File: config.mk
export PLATFORM = sky130hd
export DESIGN_NAME = matrix_det_flat
export DESIGN_NICKNAME = d
export VERILOG_FILES = /design/src/rtl/matrix_det_if.sv /design/src/rtl/matrix_det.sv /design/src/flat_wrapper.sv
export SDC_FILE = /design/constraint.sdc
export NUM_CORES = 1
export LEC_CHECK = 0
export ABC_AREA = 1
export CORE_ASPECT_RATIO = 1.4
export CORE_MARGIN = 4
export CORE_UTILIZATION = 29
export CTS_BUF_LIST = sky130_fd_sc_hd__clkbuf_4 sky130_fd_sc_hd__clkbuf_8
export DETAILED_ROUTE_END_ITERATION = 6
export GPL_TIMING_DRIVEN = 0
export PLACE_DENSITY_LB_ADDON = 0.3
export SYNTH_ARGS = -nofsm -noshare
export SYNTH_HDL_FRONTEND = slang
export SYNTH_SLANG_ARGS = --single-unit
export TNS_END_PERCENT = 100
File: constraint.sdc
create_clock -name clk -period 7.61 [get_ports clk]
set_input_delay 1.522 -clock clk [delete_from_list [all_inputs] [get_ports clk]]
set_output_delay 1.522 -clock clk [all_outputs]
set_load 0.01 [all_outputs]
File: src/rtl/matrix_det_if.sv
// matrix_det bus: element beats in, determinant valid/ready out.
// Status flags ride along so one port carries the whole block.
interface matrix_det_if;
  logic               in_valid;
  logic signed [8:0]  in_real;
  logic signed [8:0]  in_image;
  logic               out_ready;
  logic               out_valid;
  logic signed [19:0] det_real;
  logic signed [19:0] det_image;
  logic               busy;
  logic               overrun;

  modport master (
    output in_valid,
    output in_real,
    output in_image,
    output out_ready,
    input  out_valid,
    input  det_real,
    input  det_image,
    input  busy,
    input  overrun
  );

  modport slave (
    input  in_valid,
    input  in_real,
    input  in_image,
    input  out_ready,
    output out_valid,
    output det_real,
    output det_image,
    output busy,
    output overrun
  );
endinterface

File: src/rtl/matrix_det.sv
// 2x2 complex determinant C00*C11 - C01*C10 from four element beats,
// using one shared 9x9 signed multiplier over eight cycles.
module matrix_det (
  input  logic        clk,
  input  logic        rst,
  matrix_det_if.slave bus
);

  typedef enum logic [1:0] {
    IDLE,
    LOAD,
    MUL,
    OUT
  } state_t;

  state_t state;
  state_t state_nxt;

  logic        [1:0]  idx;
  logic        [3:0]  k;
  logic signed [8:0]  el_r [4];
  logic signed [8:0]  el_i [4];
  logic signed [19:0] acc_r;
  logic signed [19:0] acc_i;
  logic signed [19:0] det_r;
  logic signed [19:0] det_i;
  logic               ovr;

  logic signed [8:0]  op_a;
  logic signed [8:0]  op_b;
  logic signed [17:0] prod;
  logic signed [19:0] prod_x;
  logic               mul_done;
  logic               drop;

  assign mul_done = (k == 4'd8);
  assign drop     = bus.in_valid &&
                    (state == MUL || state == OUT);

  always_ff @(posedge clk) begin
    if (rst) begin
      state <= IDLE;
    end else begin
      state <= state_nxt;
    end
  end

  always_comb begin
    state_nxt = state;
    unique case (state)
      IDLE: begin
        if (bus.in_valid) state_nxt = LOAD;
      end
      LOAD: begin
        if (bus.in_valid && idx == 2'd3)
          state_nxt = MUL;
      end
      MUL: begin
        if (mul_done) state_nxt = OUT;
      end
      OUT: begin
        if (bus.out_ready) state_nxt = IDLE;
      end
      default: state_nxt = IDLE;
    endcase
  end

  // k selects one of the eight partial products
  always_comb begin
    op_a = el_r[0];
    op_b = el_r[3];
    unique case (k[2:0])
      3'd0: begin op_a = el_r[0]; op_b = el_r[3]; end
      3'd1: begin op_a = el_i[0]; op_b = el_i[3]; end
      3'd2: begin op_a = el_r[0]; op_b = el_i[3]; end
      3'd3: begin op_a = el_i[0]; op_b = el_r[3]; end
      3'd4: begin op_a = el_r[1]; op_b = el_r[2]; end
      3'd5: begin op_a = el_i[1]; op_b = el_i[2]; end
      3'd6: begin op_a = el_r[1]; op_b = el_i[2]; end
      3'd7: begin op_a = el_i[1]; op_b = el_r[2]; end
      default: begin op_a = el_r[0]; op_b = el_r[3]; end
    endcase
  end

  assign prod   = op_a * op_b;
  assign prod_x = {{2{prod[17]}}, prod};

  always_ff @(posedge clk) begin
    if (rst) begin
      idx   <= 2'd0;
      k     <= 4'd0;
      acc_r <= 20'sd0;
      acc_i <= 20'sd0;
      det_r <= 20'sd0;
      det_i <= 20'sd0;
      ovr   <= 1'b0;
      for (int n = 0; n < 4; n++) begin
        el_r[n] <= 9'sd0;
        el_i[n] <= 9'sd0;
      end
    end else begin
      ovr <= drop;
      unique case (state)
        IDLE: begin
          if (bus.in_valid) begin
            el_r[0] <= bus.in_real;
            el_i[0] <= bus.in_image;
            idx     <= 2'd1;
          end
        end
        LOAD: begin
          if (bus.in_valid) begin
            el_r[idx] <= bus.in_real;
            el_i[idx] <= bus.in_image;
            idx       <= idx + 2'd1;
            k         <= 4'd0;
          end
        end
        MUL: begin
          if (mul_done) begin
            det_r <= acc_r;
            det_i <= acc_i;
            k     <= 4'd0;
          end else begin
            k <= k + 4'd1;
            unique case (k[2:0])
              3'd0: acc_r <= prod_x;
              3'd1: acc_r <= acc_r - prod_x;
              3'd2: acc_i <= prod_x;
              3'd3: acc_i <= acc_i + prod_x;
              3'd4: acc_r <= acc_r - prod_x;
              3'd5: acc_r <= acc_r + prod_x;
              3'd6: acc_i <= acc_i - prod_x;
              3'd7: acc_i <= acc_i - prod_x;
              default: acc_r <= acc_r;
            endcase
          end
        end
        OUT: begin
          idx <= 2'd0;
        end
        default: idx <= 2'd0;
      endcase
    end
  end

  assign bus.out_valid = (state == OUT);
  assign bus.busy      = (state == MUL) || (state == OUT);
  assign bus.overrun   = ovr;
  assign bus.det_real  = det_r;
  assign bus.det_image = det_i;

endmodule

File: src/flat_wrapper.sv
// flat-port wrapper written by rule: the top's interface ports become plain ports
module matrix_det_flat 
  (clk, rst, bus_in_valid, bus_in_real, bus_in_image, bus_out_ready, bus_out_valid, bus_det_real, bus_det_image, bus_busy, bus_overrun);
  matrix_det_if bus_i ();
  input  logic clk;
  input  logic rst;
  input wire logic [$bits(bus_i.in_valid)-1:0] bus_in_valid;
  input wire logic [$bits(bus_i.in_real)-1:0] bus_in_real;
  input wire logic [$bits(bus_i.in_image)-1:0] bus_in_image;
  input wire logic [$bits(bus_i.out_ready)-1:0] bus_out_ready;
  output wire logic [$bits(bus_i.out_valid)-1:0] bus_out_valid;
  output wire logic [$bits(bus_i.det_real)-1:0] bus_det_real;
  output wire logic [$bits(bus_i.det_image)-1:0] bus_det_image;
  output wire logic [$bits(bus_i.busy)-1:0] bus_busy;
  output wire logic [$bits(bus_i.overrun)-1:0] bus_overrun;
  assign bus_i.in_valid = bus_in_valid;
  assign bus_i.in_real = bus_in_real;
  assign bus_i.in_image = bus_in_image;
  assign bus_i.out_ready = bus_out_ready;
  assign bus_out_valid = bus_i.out_valid;
  assign bus_det_real = bus_i.det_real;
  assign bus_det_image = bus_i.det_image;
  assign bus_busy = bus_i.busy;
  assign bus_overrun = bus_i.overrun;
  matrix_det u_core (.clk(clk), .rst(rst), .bus(bus_i));
endmodule
Word-level counts from Yosys, hierarchy flattened

Memory sizes are Yosys's and may differ from the RTL's.
Cells that the tools add are included.

Memories: 2
Memory bits (writable): 72
Word-level logic and storage cells: 95
Register bits after elaboration: 89

Memories:

| name        | depth | width | rd ports | clocked after memory_dff | wr ports | line             | text |
|---|---|---|---|---|---|---|---|
| u_core.el_i | 4     | 9     | 4        | 0                        | 4        | matrix_det.sv:22 | `logic signed [8:0] el_i [4];` |
| u_core.el_r | 4     | 9     | 4        | 0                        | 4        | matrix_det.sv:21 | `logic signed [8:0] el_r [4];` |

Eq/ne operators: 17
Muxes and demuxes: 31
Bitwise operators: 3
Add/sub/neg operators: 6
Reduce and logical (&&, ||, !) cells: 27
Multiply operators: 1

Operators by type and width:

| operator              | count |
|---|---|
| $pmux W20 S3          | 2 |
| $pmux W9 S4           | 2 |
| $add A20 B18 Y20      | 2 |
| $sub A20 B18 Y20      | 2 |
| $mux W9               | 4 |
| $reduce_or A2 Y1      | 10 |
| $mul A9 B9 Y18        | 1 |
| $reduce_or A9 Y1      | 2 |
| $mux W2               | 7 |
| $eq A3 B3 Y1 const B  | 4 |
| $mux W1               | 11 |
| $reduce_and A3 Y1     | 3 |
| $reduce_bool A3 Y1    | 3 |
| $mux W4               | 2 |
| $pmux W2 S4           | 1 |
| $pmux W4 S2           | 1 |
| $eq A2 B2 Y1 const B  | 3 |
| $eq A3 B2 Y1 const B  | 2 |
| $ne A2 B2 Y1 const B  | 3 |
| $pmux W2 S3           | 1 |
| $add A4 B1 Y4 const B | 1 |
| $eq A4 B4 Y1 const B  | 1 |
| $ne A2 B1 Y1 const B  | 2 |
| $reduce_and A2 Y1     | 2 |
| 11 further kinds      | 13 |

Longest topological paths before layout

Depth in word-level cells: 6
Mapped depth: 49
Mapped depth without buffers: 47

Least setup slack after synthesis

OpenSTA, ideal clock, no wires.

Kind: reg-to-reg
Start point: reg u_core.k[0]
End point: reg u_core.acc_i[19]
Period minus slack after synthesis: 7785 ps
Stages on the path, launching flop included: 47
Library setup time: 70 ps
Arrival: 7715 ps
Slack: -175 ps
Cell sequence: dfxtp_1 > ha_1 > ha_1 > inv_1 > nand2_2 > buf_4 > nor3_4 > inv_1 > clkbuf_1 > o21a_1 > inv_1 > nor2_1 > fa_1 > inv_1 > fa_1 > inv_1 > fa_1 > fa_1 > [... 11 more ...] > nand2_1 > nor2_2 > nand2_1 > o21ai_1 > nand2_1 > nand2_1 > o21ai_0 > ha_1 > nand2_1 > nor3_1 > and2_1 > nand3_1 > nand3_1 > xor2_1 > inv_1 > nand2_1 > nand3_1 > a21oi_1

Longest elaborated chain between the ends: 6

Ends and longest elaborated chain:

| what                                                 | line                                                    | text |
|---|---|---|
| from (decl)                                          | matrix_det.sv:20                                        | `logic [3:0] k;` |
| from (signal assigned)                               | matrix_det.sv:125                                       | `k <= k + 4'd1;` |
| $eq A3 B3 Y1 (tied with other cells)                 | matrix_det.sv:72                                        | `unique case (k[2:0])` |
| $reduce_or A2 Y1 (no source line)                    | n/a                                                     |  |
| $pmux W9 S4                                          | matrix_det.sv:72                                        |  |
| $mul A9 B9 Y18                                       | matrix_det.sv:85                                        | `assign prod = op_a * op_b;` |
| $sub A20 B18 Y20 or $add A20 B18 Y20 (tied branches) | matrix_det.sv:133, matrix_det.sv:134, matrix_det.sv:130 |  |
| $pmux W20 S3                                         | matrix_det.sv:126                                       | `unique case (k[2:0])` |
| to (signal assigned)                                 | matrix_det.sv:129                                       | `3'd2: acc_i <= prod_x;` |
| to (signal assigned)                                 | matrix_det.sv:133                                       | `3'd6: acc_i <= acc_i - prod_x;` |
| to (signal assigned)                                 | matrix_det.sv:134                                       | `3'd7: acc_i <= acc_i - prod_x;` |
| to (decl)                                            | matrix_det.sv:24                                        | `logic signed [19:0] acc_i;` |

Several ways; a longest one is shown, not always the timed one.
A chain may end at the register's enable or synchronous reset.

Worst setup path after layout

Start point: reg u_core.k[0]
End point: reg u_core.acc_i[17]

Same word-level chain as after synthesis.

==> flow_metrics.env <==
export IMPL_status="finished with violations"
export IMPL_violations="setup timing"
export IMPL_vias_per_cell=5.02
export IMPL_die_x_um=187
export IMPL_ys_flop_type="dfxtp_1"
export IMPL_dr_pass1_iters=5
export IMPL_cts_max_level=4
export IMPL_grt_total_usage=0.183
export IMPL_cp_top_family="adder cells"
export IMPL_drive_gt1_frac=0.208
export IMPL_area_delta_synth_final_pct=31.4
export IMPL_slew_viol_final=0
export IMPL_async_flop_share=0
export IMPL_rsz0062_at_grt="true"
export IMPL_ff2ff_setup_slack_ns=-0.33
export IMPL_end_kind="flop"
export IMPL_yosys_area_share_simple=0.254
export IMPL_critPathMaxFanout=8
export IMPL_cp_start_kind="flop"
export IMPL_max_slew_worst_pin_slew_ns=0.867
export IMPL_dpl_cell_area_um2=14400
export IMPL_cts_tree="yes"
export IMPL_synth_edf_count=72
export IMPL_cp_required_ns=8.02
export IMPL_syn_area_um2=13000
export IMPL_setup_viol_count_final=17
export IMPL_timing_final_ws_setup_ns=-0.332
export IMPL_core_um2=44200
export IMPL_syn_area_per_cell_um2=7.48
export IMPL_finalClockSkew_ns=0.0346
export IMPL_insertion_delay_ns=0.53
export IMPL_routed_wl_um=45200
export IMPL_fin_crit_sh=1.04
export IMPL_hold_path_depth=2
export IMPL_clockRootBuffer="clkbuf_8"
export IMPL_yosys_register_bits=161
export IMPL_floorplan_initialDensity=0.294
export IMPL_cpPeakStageDelay_ns=0.55
export IMPL_cap_violations=0
export IMPL_grt_pass1_vias=13007
export IMPL_ys_warnings_count=0
export IMPL_rr_worst_depth=46
export IMPL_crit_slowest_cell="fa_1"
export IMPL_hold_violations=0
export IMPL_clk_pin_slew_worst_paths_ns=0.10
export IMPL_drtIter0Drc=706
export IMPL_relSlewSlack=0.422
export IMPL_fin_nets=2115
export IMPL_worstSetupPathType="flop to flop"
export IMPL_drc=0
export IMPL_syn_inst=1736
export IMPL_holdBufCountCts=0
export IMPL_ioPinCount=65
export IMPL_synth_compound_area_share=0.136
export IMPL_arrival_ns=8.35
export IMPL_finalInstanceArea_um2=17100
export IMPL_synth_mux_area_frac=0
export IMPL_numCtsBuffers=17
export IMPL_yosysSeqAreaShare=0.304
export IMPL_grt_pass1_wl_um=69800
export IMPL_num_rows=91
export IMPL_hold_path_class="flop to flop"
export IMPL_via_count=12555
export IMPL_fmax_mhz=126
export IMPL_cp_depth=46
export IMPL_io_buffer_count=63
export IMPL_place_gp_congestion=0.986
export IMPL_wire_per_inst_um=18.1
export IMPL_dieArea_um2=48300
export IMPL_final_antenna_net_count=0
export IMPL_grt_antenna_before_repair=1
export IMPL_period_minus_slack_ns=7.94
export IMPL_grt_max_degree=20
export IMPL_clockBufferDepth=2
export IMPL_grt_overflow_total=0
export IMPL_synth_top_family_by_area="simple AND/OR/NAND/NOR gates"
export IMPL_synth_net_count=1920
export IMPL_synth_fa_ha_area_frac=0.198
export IMPL_synth_cell_types=44
export IMPL_hpwl_um=34200
export IMPL_path_buf_inv=12
export IMPL_die_h_um=258
export IMPL_synth_xor_area_frac=0.0216
export IMPL_cts_num_sinks=161
-- cell type report --
class	instances	area [um2]
diodes	1	2.50
plain buffers	58	280
clock buffers	17	234
clock inverters	15	199
fillers	4559	27100
inverters	234	921
multi-input cells	1282	9240
flip-flops and latches	161	3960
well taps	558	698
repair buffers	177	1550
-- kinds of logic after synthesis --
logic type,Yosys count
AO/OA/AOI/OAI,321
XOR/XNOR,32
adder cells (fa/ha/maj),162
buffers and inverters,293
flip-flops,161
AND/OR/NAND/NOR,767
-- cell usage after synthesis (44+ instances only) --
master,number,area (um2)
nand2_1,405,1520
inv_1,227,852
a21oi_1,153,766
nor2_1,145,544
nand3_1,107,536
o21ai_0,100,500
dfxtp_1,89,1780
ha_1,89,1110
fa_1,73,1460
edfxtp_1,72,2160
clkbuf_1,54,203
nor3_1,44,220
-- worst min-delay path, stage by stage (launching register included) --
cell and delay, ns:
dfxtp_1 0.32, nand2_1 0.06, a21oi_1 0.05
-- repair_timing --
| action | in CTS | in global routing |
|---|---|---|
| setup buffers | 94 | 19 |
| setup endpoints to repair | 26 | 23 |
| pin swaps | 95 | 84 |
| gates resized for setup | 250 | 104 |
-- final timing paths --
check                                              to                                start
setup / recovery        u_core.acc_i[17]$_SDFFE_PP0P_             u_core.k[0]$_SDFFE_PP0P_
hold / removal    u_core.bus.det_real[5]$_SDFFE_PP0P_  u_core.bus.det_real[5]$_SDFFE_PP0P_
setup reg to reg        u_core.acc_i[17]$_SDFFE_PP0P_             u_core.k[0]$_SDFFE_PP0P_
hold reg to reg   u_core.bus.det_real[5]$_SDFFE_PP0P_  u_core.bus.det_real[5]$_SDFFE_PP0P_
-- cell usage in the layout (no fill, tap or decap), drive strengths merged, types with 2 or more instances in the layout --
cell type,instances
nand2,414
inv,236
a21oi,153
nor2,149
buf,119
o21ai,108
nand3,107
dfxtp,89
ha,89
fa,73
edfxtp,72
clkbuf,70
clkdlybuf4s50,63
nor3,45
nand4,33
xor2,24
o21a,19
o211ai,16
a31oi,11
xnor2,8
clkinv,8
nand3b,6
nor4,5
clkinvlp,4
o31ai,4
or2,4
and2,3
o21bai,3
a21o,2
a211oi,2
-- sequential cells by signal, indices dropped and copies added (netlist names) --
signal / count
u_core.bus.overrun: 1
u_core.state: 2
u_core.el_i: 36
u_core.k: 4
u_core.bus.det_real: 20
u_core.acc_r: 20
u_core.el_r: 36
u_core.acc_i: 20
u_core.bus.det_image: 20
u_core.idx: 2
-- stage by stage --
step           setup TNS, ns  std cells  hold slack [ns]   util  worst slack (ns)
6_report               -3.54       2503            0.467  0.387            -0.332
3_3_place_gp          -24.53       2357            0.454  0.325             -1.53
4_1_cts                -2.34       2483            0.469  0.373            -0.316
5_1_grt                -9.44       2503            0.491  0.387            -0.652
2_1_floorplan              0       1736            0.463      -            0.0202
3_5_place_dp          -24.41       2358            0.454  0.325             -1.52
-- metal layers --
| layer | up-vias | GRT usage | share of wire |
|---|---|---|---|
| li1 | 6117 | - | - |
| met1 | 6030 | 0.189 | 0.37 |
| met2 | 290 | 0.359 | 0.54 |
| met3 | 118 | 0.0183 | 0.028 |
| met4 | 0 | 0.101 | 0.059 |
| met5 | - | 0 | 0 |
Power is not shown: default switching activity piles up to over one toggle a cycle in this logic, so the estimate is an artifact.
